**src/rtl/seq_pattern_tx_if.sv**
```systemverilog
// rtl/seq_pattern_tx_if.sv - control and serial-output bundle for seq_pattern_tx
// The master drives start/abort/repeat_cnt; the slave (the transmitter) drives the serial side.
interface seq_pattern_tx_if #(
  parameter int CNT_W = 4
);
  logic             start;
  logic [CNT_W-1:0] repeat_cnt;
  logic             abort;
  logic             dataout;
  logic             bit_valid;
  logic             busy;
  logic             frame_done;

  modport master (
    output start, repeat_cnt, abort,
    input  dataout, bit_valid, busy, frame_done
  );

  modport slave (
    input  start, repeat_cnt, abort,
    output dataout, bit_valid, busy, frame_done
  );
endinterface

```
**src/rtl/seq_pattern_tx.sv**
```systemverilog
// rtl/seq_pattern_tx.sv - serial pattern transmitter, MSB-first, with repeat count and idle gap
// Every output is a flop; the first bit is registered on the same edge that accepts start.
module seq_pattern_tx #(
  parameter int             PAT_W   = 5,
  parameter logic [PAT_W-1:0] PATTERN = 5'b11101,
  parameter int             CNT_W   = 4,
  parameter int             GAP_CYC = 0
) (
  input  logic          clock,
  input  logic          reset,
  seq_pattern_tx_if.slave tx
);

  localparam int IDX_W = (PAT_W > 1) ? $clog2(PAT_W) : 1;
  localparam int GAP_W = (GAP_CYC > 0) ? $clog2(GAP_CYC + 1) : 1;
  localparam logic [IDX_W-1:0] LAST_IDX = IDX_W'(PAT_W - 1);
  localparam logic [GAP_W-1:0] GAP_LOAD = GAP_W'((GAP_CYC > 0) ? GAP_CYC - 1 : 0);
  localparam logic [CNT_W-1:0] ONE_REP  = CNT_W'(1);

  typedef enum logic [1:0] {
    S_IDLE  = 2'd0,
    S_SHIFT = 2'd1,
    S_GAP   = 2'd2
  } state_t;

  state_t           state_q, state_d;
  logic [PAT_W-1:0] sreg_q, sreg_d;
  logic [IDX_W-1:0] idx_q, idx_d;
  logic [CNT_W-1:0] reps_q, reps_d;
  logic [GAP_W-1:0] gap_q, gap_d;
  logic             dataout_q, dataout_d;
  logic             bit_valid_q, bit_valid_d;
  logic             busy_q, busy_d;
  logic             frame_done_q, frame_done_d;

  logic             do_load;
  logic [CNT_W-1:0] reps_dec;

  // Saturating decrement: reps never wraps below zero.
  assign reps_dec = (reps_q == '0) ? '0 : reps_q - ONE_REP;

  always_comb begin
    state_d      = state_q;
    sreg_d       = sreg_q;
    idx_d        = idx_q;
    reps_d       = reps_q;
    gap_d        = gap_q;
    dataout_d    = 1'b0;
    bit_valid_d  = 1'b0;
    busy_d       = 1'b0;
    frame_done_d = 1'b0;
    do_load      = 1'b0;

    unique case (state_q)
      S_IDLE: begin
        if (tx.start) begin
          reps_d  = (tx.repeat_cnt == '0) ? ONE_REP : tx.repeat_cnt;
          do_load = 1'b1;
        end
      end

      S_SHIFT: begin
        if (tx.abort) begin
          state_d = S_IDLE;
          idx_d   = '0;
          reps_d  = '0;
          gap_d   = '0;
        end else if (idx_q != LAST_IDX) begin
          idx_d       = idx_q + IDX_W'(1);
          dataout_d   = sreg_q[PAT_W-1];
          sreg_d      = sreg_q << 1;
          bit_valid_d = 1'b1;
          busy_d      = 1'b1;
        end else begin
          reps_d = reps_dec;
          if (reps_dec != '0) begin
            if (GAP_CYC > 0) begin
              state_d = S_GAP;
              gap_d   = GAP_LOAD;
              idx_d   = '0;
              busy_d  = 1'b1;
            end else begin
              do_load = 1'b1;
            end
          end else begin
            state_d      = S_IDLE;
            idx_d        = '0;
            frame_done_d = 1'b1;
          end
        end
      end

      S_GAP: begin
        if (tx.abort) begin
          state_d = S_IDLE;
          reps_d  = '0;
          gap_d   = '0;
        end else if (gap_q == '0) begin
          do_load = 1'b1;
        end else begin
          gap_d  = gap_q - GAP_W'(1);
          busy_d = 1'b1;
        end
      end

      default: begin
        state_d = S_IDLE;
      end
    endcase

    // A load emits the pattern MSB on this edge; sreg keeps the bits still to go.
    if (do_load) begin
      state_d     = S_SHIFT;
      sreg_d      = PATTERN << 1;
      idx_d       = '0;
      dataout_d   = PATTERN[PAT_W-1];
      bit_valid_d = 1'b1;
      busy_d      = 1'b1;
    end
  end

  always_ff @(posedge clock or posedge reset) begin
    if (reset) begin
      state_q      <= S_IDLE;
      sreg_q       <= '0;
      idx_q        <= '0;
      reps_q       <= '0;
      gap_q        <= '0;
      dataout_q    <= 1'b0;
      bit_valid_q  <= 1'b0;
      busy_q       <= 1'b0;
      frame_done_q <= 1'b0;
    end else begin
      state_q      <= state_d;
      sreg_q       <= sreg_d;
      idx_q        <= idx_d;
      reps_q       <= reps_d;
      gap_q        <= gap_d;
      dataout_q    <= dataout_d;
      bit_valid_q  <= bit_valid_d;
      busy_q       <= busy_d;
      frame_done_q <= frame_done_d;
    end
  end

  assign tx.dataout    = dataout_q;
  assign tx.bit_valid  = bit_valid_q;
  assign tx.busy       = busy_q;
  assign tx.frame_done = frame_done_q;

endmodule

```
**src/flat_wrapper.sv**
```systemverilog
// flat-port wrapper written by rule: the top's interface ports become plain ports
module seq_pattern_tx_flat 
#(
  parameter int             PAT_W   = 5,
  parameter logic [PAT_W-1:0] PATTERN = 5'b11101,
  parameter int             CNT_W   = 4,
  parameter int             GAP_CYC = 0
)
  (clock, reset, tx_start, tx_repeat_cnt, tx_abort, tx_dataout, tx_bit_valid, tx_busy, tx_frame_done);
  seq_pattern_tx_if #(.CNT_W(CNT_W)) tx_i ();
  input  logic clock;
  input  logic reset;
  input wire logic [$bits(tx_i.start)-1:0] tx_start;
  input wire logic [$bits(tx_i.repeat_cnt)-1:0] tx_repeat_cnt;
  input wire logic [$bits(tx_i.abort)-1:0] tx_abort;
  output wire logic [$bits(tx_i.dataout)-1:0] tx_dataout;
  output wire logic [$bits(tx_i.bit_valid)-1:0] tx_bit_valid;
  output wire logic [$bits(tx_i.busy)-1:0] tx_busy;
  output wire logic [$bits(tx_i.frame_done)-1:0] tx_frame_done;
  assign tx_i.start = tx_start;
  assign tx_i.repeat_cnt = tx_repeat_cnt;
  assign tx_i.abort = tx_abort;
  assign tx_dataout = tx_i.dataout;
  assign tx_bit_valid = tx_i.bit_valid;
  assign tx_busy = tx_i.busy;
  assign tx_frame_done = tx_i.frame_done;
  seq_pattern_tx #(.PAT_W(PAT_W), .PATTERN(PATTERN), .CNT_W(CNT_W), .GAP_CYC(GAP_CYC)) u_core (.clock(clock), .reset(reset), .tx(tx_i));
endmodule
```
**config.mk**
```make
export PLATFORM = sky130hd
export DESIGN_NAME = seq_pattern_tx_flat
export DESIGN_NICKNAME = d
export VERILOG_FILES = /design/src/rtl/seq_pattern_tx_if.sv /design/src/rtl/seq_pattern_tx.sv /design/src/flat_wrapper.sv
export SDC_FILE = /design/constraint.sdc
export NUM_CORES = 1
export LEC_CHECK = 0
export ABC_AREA = 1
export CAP_MARGIN = 40
export CORE_MARGIN = 2
export CORE_UTILIZATION = 48
export DETAILED_ROUTE_END_ITERATION = 16
export PLACE_DENSITY_LB_ADDON = 0.15
export SETUP_SLACK_MARGIN = 0.1
export SYNTH_ARGS = -nofsm -noshare
export SYNTH_HDL_FRONTEND = slang
export SYNTH_SLANG_ARGS = --single-unit
```
**constraint.sdc**
```tcl
create_clock -name clock -period 3.3 [get_ports clock]
set_input_delay 0.33 -clock clock [delete_from_list [all_inputs] [get_ports clock]]
set_output_delay 0.33 -clock clock [all_outputs]
set_load 0.005 [all_outputs]
```
==> results of run 1 <==
## per-stage QoR
| step | area [um^2] | setup WS (ns) |
|---|---|---|
| final | 944.7 | 1.814 |
| after global routing | 944.7 | 1.760 |
| after CTS | 944.7 | 1.793 |
| after detailed placement | 914.6 | 1.792 |
| after global placement | 914.6 | 1.792 |
| after floorplan | 803.3 | 2.122 |
## path summary, 6_finish.rpt
path	end	slack, ns	depth (start not counted)
setup reg to reg	u_core.reps_q[2]	1.89	7
setup / recovery	tx_bit_valid	1.81	1
max in group asynchronous	u_core.reps_q[3]	2.54	2
hold reg to reg	u_core.sreg_q[3]	0.49	2
hold / removal	u_core.idx_q[2]	0.38	2
min in group clock	u_core.sreg_q[3]	0.49	2
## flip-flops by register name (all words and copies together), names as in the netlist
| register | count |
|---|---|
| u_core.reps_q | 4 |
| u_core.tx.busy | 1 |
| u_core.tx.dataout | 1 |
| u_core.sreg_q | 4 |
| u_core.state_q | 1 |
| u_core.idx_q | 3 |
| u_core.tx.frame_done | 1 |
## per-layer routing
metal | vias up | track usage, % | wire [um]
met5 | - | 0 | 0
met4 | 0 | 10.59 | 41
met3 | 6 | 3.600 | 76
met2 | 17 | 24.35 | 614
met1 | 286 | 24.81 | 707
li1 | 339 | - | -
## kinds of logic after synthesis
family | after synthesis | synth area share (%)
simple gates | 49 | 30.06
buf+inv | 18 | 10.44
flops | 15 | 46.73
compound gates | 13 | 8.567
xor+xnor | 1 | 1.091
fa+ha+maj | 2 | 3.115
## cell usage in the layout (no fill, tap or decap)
cell type and n:
nand3b_1 1, nand3_1 5, nor2_2 2, o21ai_0 6, nor2_4 1, a21oi_2 1
inv_1 11, nand2_2 4, o21ai_1 2, inv_2 4, a21oi_1 4, nand4_1 3
clkbuf_4 3, nor2_1 7, ha_1 2, nor3_1 2, clkinvlp_4 1, xnor2_1 1
clkdlybuf4s50_1 11, dfrtp_1 15, nand2_1 22, nand2_4 2, inv_6 1
## power breakdown
| group | leakage, nW | internal, mW | switching [mW] |
|---|---|---|---|
| Clock | 0.0139 | 0.0462 | 0.0650 |
| Sequential | 0.187 | 0.259 | 0.0664 |
| Combinational | 0.271 | 0.139 | 0.192 |
| Total | 0.471 | 0.444 | 0.324 |
## final cells by class
class / count / area (um^2)
fillers: 152 / 596.8
flip-flops and latches: 15 / 375.4
multi-input cells: 65 / 344.1
repair buffers: 11 / 110.1
inverters: 16 / 65.06
clock buffers: 3 / 22.52
well taps: 16 / 20.02
clock inverters: 1 / 7.507
==> impl_metrics.csv, run 1 <==
group,metric,value,unit
setup_path,cp-startpoint,"u_core.tx.busy",
global_routing,grt.overflow.total,0,
sta,worst_hold_slack,0.3820,ns
yosys,synth.most_common_cell,"nand2_1",
clock_tree,cts_tree,"yes",
placed_design,dp_hpwl,1079,um
yosys,netlist_top_cells_count,"22 x nand2_1, 15 x dfrtp_1, 11 x inv_1",
sta,period_needed,1.486,ns
yosys,synth_nets,108,
clock_tree,clk_pin_slew,0.10,ns
setup_path,startpoint_type,"register",
detailed_routing,drt-total-wl,1439,um
placed_design,place_congestion,0.8541,
setup_path,crit_path_max_fanout,2,
yosys,synth_edf_count,0,
floorplanning,core_area,1541,um^2
power_and_ir_drop,total_power,0.7682,mW
yosys,ys_async_sr_fraction,100.0,%
floorplanning,dieArea,2017,um^2
detailed_routing,drt-initial-drc-count,15,
floorplanning,chipHeight,44.91,um
sta,finClkSkew,0.004673,ns
sta,setup_viol,0,
detailed_routing,via_count,648,
layout,fin_util,61.28,%
sta,slew_violations,0,
layout,nNetsFinal,122,
setup_path,critPathArrivalTime,1.16,ns
clock_tree,clk_latency,0.29,ns
clock_tree,clock-sinks,15,
yosys,yosysWarnings,0,
layout,diodes,0,
min_path,hp-class,"input port to asynchronous set/reset pin",
setup_path,cp-end-kind,"output pin",
placed_design,dp_cells,123,
global_routing,grtUsageTotal,17.46,%
power_and_ir_drop,ir_worst_vdd,0.0005462,V
yosys,seq_area_frac_synth,46.73,%
yosys,yosysTopAreaCellShare,46.73,%
setup_path,path_cells,"clkdlybuf4s50_1",
yosys,synthTopCellsByArea,"dfrtp_1 47%, nand2_1 10%, inv_1 5.1%, o21ai_0 3.7%, nor2_1 3.3%",
clock_tree,cts_inserted_buffers,3,
setup_path,reg2reg_from,"u_core.state_q[0]",
layout,instances_no_fill,127,
placed_design,io_buffers,11,
sta,period_share,45.04,%
power_and_ir_drop,p_leak,0.4715,nW
global_routing,antenna_found_initial,0,
sta,final-hold-violation-count,0,
setup_path,required,2.97,ns
run_status,status,"finished clean",
yosys,syn-instance-count,98,
yosys,synth_area,803.3,um^2
detailed_routing,ant_nets,0,
floorplanning,io_pins,12,
clock_tree,post-cts-setup-buffers,0,
floorplanning,die_w,44.91,um
sta,rsz0062_at_grt,"no",
yosys,ys.flop_type,"dfrtp_1",
detailed_routing,wl_per_cell,11.33,um
floorplanning,start_util,52.11,%
yosys,synthDistinctLibCells,22,
clock_tree,hold_buffers,0,
layout,area_growth,17.60,%
global_routing,grt_max_degree,16,
global_routing,grt_pass1_vias,589,
yosys,avgSynthCellArea,8.197,um^2
global_routing,grt_pass1_wl,2490,um
clock_tree,ctsResizeCount,0,
setup_path,crit_buf_inv,1,
yosys,yosys_register_bits,15,
sta,tightest_slew,0.5807,ns
sta,fmax,672.8,MHz
sta,relSlewSlack,61.24,%
clock_tree,htreeDepth,1,
setup_path,cp_top_family,"buffers and inverters",
detailed_routing,drcViolationCount,0,
layout,drive_above_1_share,17.12,%
clock_tree,clockBufferDepth,2,
detailed_routing,dr.pass1.iters,4,
sta,final.setup.tns,0,ns
setup_path,cpPeakStageDelay,0.51,ns
yosys,synth_top_cell_by_area,"dfrtp_1",
power_and_ir_drop,cellPowerDensity,813.2,nW/um^2
clock_tree,cts_root_buffer,"clkbuf_4",
setup_path,worst-setup-path-type,"register to output pin",
setup_path,slowest_stage,"clkdlybuf4s50_1",
job,cap_viol_max_count,0,
floorplanning,rows,14,
detailed_routing,vias_per_cell,5.102,
(Power assumes the default switching activity.)
==> run 2, diff against run 1 <==
clock period = 1.4 ns   (was 3.3 ns; I/O delays follow)
==> run 2 against run 1 <==
Net effect: via count grew 2.9%; clock skew decreased by 0.0014 ns; clock power up 120%; critical path depth did not move; largest power group unchanged.
==> impl_metrics.csv, run 2 (synthesis gave the netlist of run 1 again) <==
group,metric,value,unit
setup_path,critPathArrivalTime,1.11,ns
detailed_routing,ant_nets,0,
setup_path,required,1.26,ns
power_and_ir_drop,ir_worst_vdd,0.001188,V
sta,final-hold-violation-count,0,
floorplanning,dieArea,2017,um^2
layout,drive_above_1_share,25.00,%
placed_design,place_congestion,0.8580,
clock_tree,cts_inserted_buffers,3,
layout,final_cell_mix,"22 x nand2_1, 14 x dfrtp_1, 9 x inv_1, 9 x clkdlybuf4s50_1, 7 x nor2_1",
power_and_ir_drop,pwr-share-comb,48.3,%
placed_design,dp_cells,126,
setup_path,path_cells,"clkdlybuf4s50_1",
sta,fmax,802.0,MHz
detailed_routing,via_count,667,
sta,relSlewSlack,87.56,%
clock_tree,clockBufferDepth,2,
sta,setup_viol,0,
global_routing,grt_pass1_wl,2339,um
setup_path,startpoint_type,"register",
min_path,hp-class,"input port to asynchronous set/reset pin",
layout,instances_no_fill,132,
clock_tree,clk_latency,0.28,ns
floorplanning,die_w,44.91,um
floorplanning,chipHeight,44.91,um
detailed_routing,vias_per_cell,5.053,
layout,final_common_cell,"nand2_1",
setup_path,crit_buf_inv,1,
clock_tree,htreeDepth,1,
detailed_routing,wl_per_cell,10.34,um
power_and_ir_drop,p_int,1.131,mW
power_and_ir_drop,switching_power,0.7752,mW
setup_path,cp-end-kind,"output pin",
sta,rsz0062_at_grt,"yes",
clock_tree,cts_root_buffer,"clkbuf_4",
floorplanning,io_pins,12,
layout,reg_top3,"u_core.reps_q (4), u_core.sreg_q (4), u_core.idx_q (3)",
placed_design,io_buffers,11,
sta,tightest_slew,0.1852,ns
clock_tree,clock-sinks,15,
clock_tree,clk_pin_slew,0.09,ns
layout,fillers,132,
layout,nNetsFinal,127,
global_routing,grt_max_degree,16,
clock_tree,hold_buffers,0,
power_and_ir_drop,p_seq_share,38.8,%
detailed_routing,drcViolationCount,0,
floorplanning,start_util,52.11,%
global_routing,grt.overflow.total,0,
job,cap_viol_max_count,0,
setup_path,slowest_stage,"clkdlybuf4s50_1",
power_and_ir_drop,cellPowerDensity,1881,nW/um^2
global_routing,antenna_found_initial,0,
placed_design,dp_hpwl,1064,um
sta,slew_violations,0,
sta,final.setup.tns,0,ns
setup_path,cpPeakStageDelay,0.49,ns
run_status,status,"finished clean",
power_and_ir_drop,switching_share,40.66,%
setup_path,crit_path_max_fanout,1,
power_and_ir_drop,clkPwrFrac,12.9,%
sta,finClkSkew,0.003304,ns
setup_path,worst-setup-path-type,"register to output pin",
sta,period_needed,1.247,ns
layout,diodes,0,
detailed_routing,dr.pass1.iters,5,
power_and_ir_drop,p_leak,0.5209,nW
layout,area_growth,26.17,%
clock_tree,cts_tree,"yes",
detailed_routing,drt-total-wl,1365,um
global_routing,grt_pass1_vias,569,
detailed_routing,drt-initial-drc-count,19,
setup_path,cp_top_family,"buffers and inverters",
sta,period_share,89.07,%
floorplanning,rows,14,
global_routing,grtUsageTotal,16.68,%
layout,fin_util,65.75,%
floorplanning,core_area,1541,um^2
==> run 2: changes by cell type in the layout (fill, tap and decap cells not counted), moves of 2 or more <==
cell | before | now
clkdlybuf4s50_1 | 11 | 9
inv_2 | 4 | 6
nand2_2 | 4 | 2
nand2_4 | 2 | 4
dlymetal6s2s_1 | 0 | 2
inv_1 | 11 | 9
buf_4 | 0 | 5
==> run 2: power by group through the flow <==
stage	logic, mW	clock network, mW	registers [mW]
6_report	0.920	0.246	0.740
3_5_place_dp	0.827	0	0.747
3_3_place_gp	0.815	0	0.747
2_1_floorplan	0.645	0	0.712
5_1_grt	1.05	0.270	0.770
4_1_cts	0.856	0.253	0.735
==> run 2: tightest hold or removal path, cell delays in order <==
cell,delay [ns]
clkdlybuf4s50_1,0.39
inv_1,0.05
buf_4,0.21
==> run 2: what timing repair did <==
item | CTS | global route
resized for setup | 0 | 10
buffers inserted | 1 | 1
pin swaps | 0 | 3
endpoints found under the setup margin | 2 | 12
==> run 2: final timing paths <==
path                                      start                 to  slack [ns]  depth (start not counted)
max                        u_core.tx.frame_done      tx_frame_done        0.15                          1
min                                       reset    u_core.idx_q[0]        0.14                          3
max reg2reg                     u_core.idx_q[1]   u_core.sreg_q[3]        0.16                          9
min reg2reg                    u_core.sreg_q[3]   u_core.sreg_q[3]        0.49                          2
max in group asynchronous                 reset  u_core.state_q[0]        1.08                          3
min in group clock             tx_repeat_cnt[3]   u_core.reps_q[3]        0.45                          3
==> run 2: layer usage <==
layer | share of wire [%] | wire length, um | GRT usage [%]
met5 | 0 | 0 | 0
met4 | 2.3 | 31 | 10.59
met3 | 4.0 | 55 | 4.000
met2 | 44 | 603 | 24.06
met1 | 49 | 674 | 22.48
==> run 2: layout make-up <==
type | count | area [um^2] | share of cell area (%)
Clock inverter | 1 | 5.005 | 0.4938
Tap cell | 16 | 20.02 | 1.975
Clock buffer | 3 | 22.52 | 2.222
Multi-Input combinational cell | 65 | 371.6 | 36.67
Inverter | 16 | 65.06 | 6.420
Timing Repair Buffer | 16 | 152.6 | 15.06
Sequential cell | 15 | 376.6 | 37.16
==> run 2: per-stage QoR <==
step / hold WS, ns / setup WS (ns) / total power, mW / instance area, um^2
after CTS: 0.1407 / 0.1206 / 1.844 / 972.2
after global placement: 0.4552 / 0.1039 / 1.562 / 937.1
final: 0.1360 / 0.1531 / 1.907 / 1013
after global routing: 0.1790 / 0.07078 / 2.094 / 1013
after detailed placement: 0.4556 / 0.09100 / 1.574 / 937.1
after floorplan: 0.04148 / 0.2221 / 1.356 / 803.3
==> run 3, diff against run 2 <==
CORE_ASPECT_RATIO = 0.7   (was default)
CORE_UTILIZATION = 35   (was 48)
==> run 3 against run 2 <==
Net effect: fmax is 2.0% lower; via count is 1.3% lower; register-to-register slack worse by 0.03 ns; flip-flop and latch count stayed put; non-clock buffer count stayed put; combinational power is 3.9% higher; clock power hardly changed; die area is 34% higher; core utilization is 18 points lower; power is 1.3% higher; count of clock-buffer cells in the layout is 1 higher; cell area is 1.9% higher; critical path type is now register to register; largest power group unchanged; highest routed layer unchanged.
==> impl_metrics.csv, run 3 (synthesis gave the netlist of run 1 again) <==
group,metric,value,unit
power_and_ir_drop,cellPowerDensity,1871,nW/um^2
setup_path,cp-endpoint,"u_core.sreg_q[3]",
setup_path,r2r_setup_slack,0.13,ns
global_routing,grt.overflow.total,0,
sta,fmax,786.1,MHz
setup_path,crit_path_max_fanout,7,
detailed_routing,via_count,658,
global_routing,grt_pass1_vias,588,
layout,fin_util,47.91,%
floorplanning,dieArea,2700,um^2
floorplanning,core_area,2155,um^2
power_and_ir_drop,p_leak,0.5171,nW
setup_path,slowest_stage,"dfrtp_1",
placed_design,io_buffers,11,
setup_path,r2r_cells,9,
sta,final-hold-violation-count,0,
placed_design,dp_hpwl,1213,um
sta,relSlewSlack,84.20,%
layout,area_growth,28.50,%
detailed_routing,drt-total-wl,1640,um
layout,final_common_cell,"nand2_1",
floorplanning,io_pins,12,
detailed_routing,dr.pass1.iters,4,
job,cap_viol_max_count,0,
setup_path,worst-setup-path-type,"register to register",
detailed_routing,vias_per_cell,4.446,
sta,rsz0062_at_grt,"yes",
setup_path,required,1.58,ns
layout,nNetsFinal,127,
placed_design,place_ws,0.07106,ns
detailed_routing,wl_per_cell,11.08,um
sta,final.setup.tns,0,ns
layout,reg_top3,"u_core.reps_q (4), u_core.sreg_q (4), u_core.idx_q (3)",
setup_path,r2r_end,"u_core.sreg_q[3]",
clock_tree,clockBufferDepth,2,
sta,tightest_slew,0.2353,ns
setup_path,reg2reg_from,"u_core.idx_q[0]",
min_path,hp-class,"input port to asynchronous set/reset pin",
clock_tree,htreeDepth,1,
setup_path,cp-end-kind,"register",
floorplanning,rows,14,
setup_path,path_cells,"inv_2 > ha_4 > nand2_4 > a21oi_2 > nand2_2 > nand2_4 > inv_2 > nand2_1 > nand2_1",
run_status,status,"finished clean",
clock_tree,clk_latency,0.28,ns
setup_path,critPathArrivalTime,1.45,ns
sta,finClkSkew,0.006621,ns
setup_path,startpoint_type,"register",
layout,drive_above_1_share,24.14,%
floorplanning,chipHeight,44.08,um
detailed_routing,ant_nets,0,
layout,register_area,376.6,um^2
global_routing,grt_max_degree,16,
clock_tree,clock-sinks,15,
global_routing,grt_pass1_wl,2622,um
layout,diodes,0,
global_routing,grtUsageTotal,14.00,%
sta,period_needed,1.272,ns
setup_path,cp-startpoint,"u_core.idx_q[0]",
power_and_ir_drop,ir_worst_vdd,0.0007147,V
floorplanning,die_w,61.26,um
clock_tree,cts_tree,"yes",
power_and_ir_drop,total_power,1.932,mW
floorplanning,start_util,37.28,%
sta,finalWorstSetupSlack,0.1279,ns
clock_tree,clk_pin_slew,0.09,ns
clock_tree,cts_inserted_buffers,3,
setup_path,cpPeakStageDelay,0.40,ns
detailed_routing,drcViolationCount,0,
sta,period_share,90.87,%
clock_tree,cts_root_buffer,"clkbuf_4",
layout,multiInputGateArea,371.6,um^2
layout,final_cell_mix,"22 x nand2_1, 14 x dfrtp_1, 9 x inv_1, 9 x clkdlybuf4s50_1, 7 x nor2_1",
global_routing,antenna_found_initial,0,
placed_design,place_congestion,0.8437,
layout,fillers,245,
detailed_routing,drt-initial-drc-count,41,
sta,setup_viol,0,
sta,slew_violations,0,
==> run 3: changes by cell type in the layout (fill, tap and decap cells not counted), sizes merged <==
cell    previous run  this run
clkbuf             3         4
clkinv             1         0
==> run 3: critical path: cells and delay by family, from the launching register on <==
kind | cells | cell delay (ns)
flops | 1 | 0.40
simple gates | 5 | 0.35
buf+inv | 2 | 0.12
compound gates | 1 | 0.15
fa+ha+maj | 1 | 0.13
==> run 3: repair_timing <==
action	CTS	global route
resized for setup	0	10
hold buffers	0	0
setup buffers	0	1
setup endpoints to repair	0	12
endpoints found under the hold margin	0	0
==> run 3: report_power, final <==
| part | total, mW | switching, mW | internal (mW) |
|---|---|---|---|
| Combinational | 0.956 | 0.544 | 0.412 |
| Clock | 0.243 | 0.133 | 0.111 |
| Sequential | 0.733 | 0.118 | 0.615 |
==> run 3: area by class of cell <==
cell class	instances	share of cell area, %
Sequential cell	15	36.48
Multi-Input combinational cell	65	36.00
Timing Repair Buffer	16	14.79
Inverter	16	6.303
Tap cell	32	3.879
Clock buffer	4	2.545
==> run 3: stage by stage <==
step / std cells / cell area [um^2] / hold slack, ns
2_1_floorplan: 98 / 803.3 / 0.04148
3_3_place_gp: 143 / 964.7 / 0.4564
3_5_place_dp: 143 / 964.7 / 0.4664
4_1_cts: 147 / 991.0 / 0.1568
5_1_grt: 148 / 1032 / 0.1656
6_report: 148 / 1032 / 0.1645
==> run 3: routing by layer <==
layer / global-route usage [%] / wire [um]
met5: 0 / 0
met4: 5.217 / 19
met3: 6.140 / 64
met2: 20.00 / 742
met1: 18.81 / 813
==> run 3: worst min path at each step <==
stage                      from           endpoint  slack [ns]
5_1_grt                   reset   u_core.reps_q[3]        0.17
4_1_cts                   reset   u_core.reps_q[3]        0.16
3_5_place_dp   u_core.sreg_q[3]   u_core.sreg_q[3]        0.47
3_3_place_gp              reset  u_core.state_q[0]        0.46
2_1_floorplan             reset    u_core.idx_q[0]        0.04
6_report                  reset    u_core.idx_q[0]        0.16
